===== src/rtl/cpu_pkg.sv =====
// Shared core definitions: arbitration policy encodings and the channel-index
// width helper used by the multiplexer/arbiter blocks.
package cpu_pkg;

   typedef enum logic {
      ARB_RR    = 1'b0,
      ARB_FIXED = 1'b1
   } arb_mode_e;

   // A single channel still needs a 1-bit index port.
   function automatic int sel_width(input int n);
      return (n > 1) ? $clog2(n) : 1;
   endfunction

endpackage


===== src/rtl/rr_grant.sv =====
// Grant generator: holds the last-granted pointer and performs the wrapped
// priority search (round-robin) or a lowest-index search (fixed priority).
module rr_grant
   import cpu_pkg::*;
#(
   parameter int N     = 8,
   parameter int SEL_W = sel_width(N)
) (
   input  logic             clk,
   input  logic             rst_n,
   input  logic [N-1:0]     req,
   input  logic             advance,
   input  arb_mode_e        mode,
   output logic [N-1:0]     grant,
   output logic [SEL_W-1:0] grant_idx
);

   logic [SEL_W-1:0] last;
   logic [SEL_W-1:0] pos;
   logic             found;
   int               start;
   int               idx;

   always_comb begin
      // NOTE: every signal written here gets a default first, so no path leaves it unassigned and no latch is inferred.
      grant     = '0;
      grant_idx = '0;
      found     = 1'b0;
      pos       = '0;
      idx       = 0;
      // The search wraps at N, not at 2**SEL_W, so unused index codes are never visited.
      if (mode == ARB_FIXED || int'(last) >= N - 1) start = 0;
      else                                          start = int'(last) + 1;
      for (int k = 0; k < N; k++) begin
         idx = start + k;
         if (idx >= N) idx = idx - N;
         pos = SEL_W'(idx);
         if (!found && req[pos]) begin
            found      = 1'b1;
            grant[pos] = 1'b1;
            grant_idx  = pos;
         end
      end
   end

   // NOTE: sequential state uses non-blocking assignments so every register samples pre-edge values.
   always_ff @(posedge clk or negedge rst_n) begin
      if (!rst_n)       last <= SEL_W'(N - 1);
      else if (advance) last <= grant_idx;
   end

endmodule


===== src/rtl/rr_mux_arbiter.sv =====
// N-to-1 valid/ready multiplexer with round-robin or fixed-priority arbitration
// and a registered output stage that reports the winning channel index.
module rr_mux_arbiter
   import cpu_pkg::*;
#(
   parameter int WIDTH = 32,
   parameter int N     = 8,
   parameter int SEL_W = sel_width(N),
   parameter int MODE  = ARB_RR
) (
   input  logic             clk,
   input  logic             rst_n,
   input  logic [N-1:0]     in_valid,
   output logic [N-1:0]     in_ready,
   input  logic [N*WIDTH-1:0] in_data,
   output logic             out_valid,
   input  logic             out_ready,
   output logic [WIDTH-1:0] out_data,
   output logic [SEL_W-1:0] out_sel
);

   localparam arb_mode_e ARB_MODE = (MODE == int'(ARB_FIXED)) ? ARB_FIXED : ARB_RR;

   logic             load;
   logic             any_req;
   logic [N-1:0]     grant;
   logic [SEL_W-1:0] grant_idx;
   logic [WIDTH-1:0] sel_data;

   assign load    = !out_valid || out_ready;
   assign any_req = |in_valid;

   // Held in reset, nothing can be accepted, so no channel may see a handshake.
   assign in_ready = (rst_n && load) ? grant : '0;

   rr_grant #(
      .N     (N),
      .SEL_W (SEL_W)
   ) u_grant (
      .clk       (clk),
      .rst_n     (rst_n),
      .req       (in_valid),
      .advance   (load && any_req),
      .mode      (ARB_MODE),
      .grant     (grant),
      .grant_idx (grant_idx)
   );

   // One-hot AND-OR select keeps in_data off the grant/ready path.
   always_comb begin
      sel_data = '0;
      for (int i = 0; i < N; i++) begin
         if (grant[i]) sel_data = sel_data | in_data[i*WIDTH +: WIDTH];
      end
   end

   // NOTE: the data/index registers are reset too, so a freshly reset port reads a defined zero.
   always_ff @(posedge clk or negedge rst_n) begin
      if (!rst_n) begin
         out_valid <= 1'b0;
         out_data  <= '0;
         out_sel   <= '0;
      end else if (load) begin
         if (any_req) begin
            out_valid <= 1'b1;
            out_data  <= sel_data;
            out_sel   <= grant_idx;
         end else begin
            out_valid <= 1'b0;
         end
      end
   end

endmodule


===== config.mk =====
export PLATFORM = sky130hd
export DESIGN_NAME = rr_mux_arbiter
export DESIGN_NICKNAME = d
export VERILOG_FILES = /design/src/rtl/cpu_pkg.sv /design/src/rtl/rr_grant.sv /design/src/rtl/rr_mux_arbiter.sv
export SDC_FILE = /design/constraint.sdc
export NUM_CORES = 1
export LEC_CHECK = 0
export ABC_AREA = 1
export BUFFER_PORTS_ARGS = -buffer_cell sky130_fd_sc_hd__buf_2
export CORE_AREA = 2 2 122 124
export DETAILED_ROUTE_END_ITERATION = 10
export DIE_AREA = 0 0 124 126
export GPL_ROUTABILITY_DRIVEN = 0
export PLACE_DENSITY_LB_ADDON = 0.2
export SYNTH_ARGS = -nofsm -noshare
export SYNTH_HDL_FRONTEND = slang
export SYNTH_SLANG_ARGS = --single-unit

===== constraint.sdc =====
create_clock -name clk -period 3.4 [get_ports clk]
set_input_delay 0.34 -clock clk [delete_from_list [all_inputs] [get_ports clk]]
set_output_delay 0.34 -clock clk [all_outputs]
set_load 0.005 [all_outputs]

==> impl_results.md <==
- Final slew viol count: 0
- Pre-antenna DRT Iters: 5
- Largest fanout on the critical path: 6
- Synth unique cells: 33
- Crit-path cells: inv_4 -> ha_4 -> buf_8 -> nand2_2 -> nand2_4 -> buf_4 -> nand2_1 -> nand3_2 -> nand2_4 -> nand4_4 -> nor3b_4 -> buf_6 -> nand2_4 -> a31oi_4 -> buf_2
- Ratio of cells with drive above 1 in the final layout: between 40% and 50%
- Max Cap Viol: 0
- # DRC: 0
- Crit path time final: about 3.5 ns
- Core box area: about 14000 µm²
- H-Tree Depth: 2
- Worst hold path class: input port to asynchronous set/reset pin
- Starting Density: between 30% and 40%
- Crit path buffers/inverters: 5
- Area of the multi-input gates: between 3000 and 4000 µm²
- Area share of the largest cell type after synthesis: 30.8%
- RSZ-0062 raised after global routing: true
- Std-Cell Rows: 44
- Crit-path max cell delay: roughly 0.6 ns
- # setup viols final: 3
- Final setup margin: -0.0527 ns
- Hold Vio Cnt, Final: 0
- Cts-stage hold buffer count: 0
- Routed vias/inst: ~4.9
- Clk Latency, worst-skew pair: about 0.29 ns
- Die H: 126 µm
- Fin crit share: 102%
- #FFs+latches synth: 39
- Post-route design area: between 8000 and 9000 µm²
- Cells after Synth: just under 1k
- Clk Tree Root Cell: clkbuf_16
- Clock Tree Buf Depth: 2
- Worst-path clk slew: ~0.060 ns
- Top Ports: 311
- Synth area leader: nand2_1
- Met1 Use GR: 36.0%
- Fmax achieved: a little under 300 MHz
- Chip Width: 124 µm
- Slew at the pin closest to its max-slew limit: slightly above 0.9 ns
- Worst path most repeated cell: nand2_4
- CP max stage cell: dfstp_2
- Failing checks: negative setup slack
- Max_slew headroom: about two fifths
- # port buffers: 310
- Synthesized area: just over 5000 µm²
- Commonest non-fill, non-tap cell in the layout: nand2_1
- Vias in the first global route: around 7k
- Worst Skew: between 0.006 and 0.007 ns
- Fin cells: ~1.5k
- Yosys warning total: 0
- Number of DRC markers in iteration 0: approximately 460
- Startpoint type of the worst setup path: flip-flop
- CTS tree: done
- Critical path arrival: 3.11 ns
- DP Area: approximately 7000 µm²
- First-pass GRT wire length: roughly 36000 µm
- Wirelength per Cell: 16.1 µm
- Seq/Total Area, Yosys: between 10% and 20%
- Antenna Nets Post-Route: 0
- Die Area: approximately 16000 µm²
- GR Layer Usage met3: between 7 and 8%
- GRT Util Overall: 29.7%
- DP HPWL: approximately 19000 µm
- Clk sinks: 39
- Synthesized area per cell: 5.33 µm²
- Critical path class: flip-flop to primary output
- Final wirelength: roughly 24000 µm
- GR met2 Demand/Resource: between 40% and 50%
- FF/Latch Area: between 900 and 1000 µm²
- Initial antenna violation count: 6
- Synth area leaders: nand2_1, dfrtp_1, nor2_1
- Fillers: 1553
- CP Capture Type: primary output
- Status: finished, violations left
- CTS buffer count: 5
- Grt peak-use layer: met2
- Syn nets: about 1.2k
- Total gr overflow: 0
- Final net count: about 1.6k
- Dpl cells: about 1.5k
- Required @ worst endpoint: ~3 ns
- Routed via count: about 7.5k
- Pin count of the biggest net entering global routing: 40
- Most frequent cells in the layout: nand2_1, buf_2, nor2_1
- P&R area growth vs syn: 56.6%
- CP delay by family, top: simple AND/OR/NAND/NOR gates
-- cell usage after synthesis --
master and n:
nor3_1 6, nor2_4 2, o21ai_2 1, nand3_1 95, o21ai_0 8, a211oi_1 1
nand2_4 5, dfrtp_1 36, nand4_1 8, inv_1 85, o22ai_1 2, nand3_2 8
ha_1 7, a21oi_2 1, nor3b_2 1, o221ai_1 2, nand4_2 1, a31oi_1 5
o311ai_0 1, nor2_1 131, clkbuf_1 9, buf_2 2, a21oi_1 34, nor2_2 18
dfstp_2 3, o21ai_1 1, buf_6 8, nand2_2 13, buf_4 17, nand2_1 422
mux2i_2 1, or2_2 20, inv_2 12
-- worst reg2reg max path, delay by kind of cell, from the launching register on --
kind                     cells  cell delay (ns)
AND/OR/NAND/NOR             12             1.41
buffers and inverters        6             0.80
flip-flops                   1             0.59
adder cells (fa/ha/maj)      1             0.26
AO/OA/AOI/OAI                1             0.18
-- flip-flops by register name (all words and copies together) (netlist names) --
register and count:
out_valid 1, u_grant.last 3, out_data 32, out_sel 3
-- routing by layer --
metal	up-vias	routed length (µm)
li1	3741	-
met1	3293	9760
met2	392	11700
met3	65	2160
met4	0	881
met5	-	0
-- final timing paths --
check | slack [ns] | start | to | cells after the start
hold reg to reg | 0.49 | out_sel[0] | out_sel[0] | 2
max in group asynchronous | 2.90 | rst_n | out_data[24] | 2
setup reg to reg | 0.08 | u_grant.last[0] | out_data[12] | 20
hold / removal | 0.13 | rst_n | out_sel[1] | 2
min in group clk | 0.37 | in_data[11] | out_data[11] | 5
setup / recovery | -0.05 | u_grant.last[0] | in_ready[5] | 15
-- kinds of logic after synthesis --
family / share of synthesized area [%]
flops: 19.0
buf+inv: 12.1
fa+ha+maj: 1.70
compound gates: 6.02
simple gates: 60.8
mux: 0.267
-- stage by stage --
stage / worst slack [ns] / hold WS [ns] / utilization, % / TNS, ns
after floorplan: 0.0543 / 0.0444 / - / 0
after global placement: -0.154 / 0.458 / 50.4 / -0.154
after detailed placement: -0.182 / 0.454 / 50.4 / -0.205
after CTS: -0.0159 / 0.145 / 53.6 / -0.0159
after global routing: -0.177 / 0.171 / 56.3 / -1.57
final: -0.0527 / 0.130 / 56.4 / -0.103
-- layout make-up --
cell class              instances  share of cell area, %
flip-flops and latches         39                   12.1
inverters                      97                   4.76
well taps                     184                   2.85
clock buffers                   6                   1.72
clock inverters                 2                  0.434
diodes                          5                  0.155
multi-input cells             795                   48.9
repair buffers                395                   29.0
-- repair_timing --
item	in CTS	in global routing
endpoints found under the hold margin	0	0
resized for setup	32	69
buffers inserted	15	14
setup endpoints to repair	12	40
gates cloned	0	2
pin swaps	12	20
Power is not shown: default switching activity piles up to over one toggle a cycle in this logic, so the estimate is an artifact.
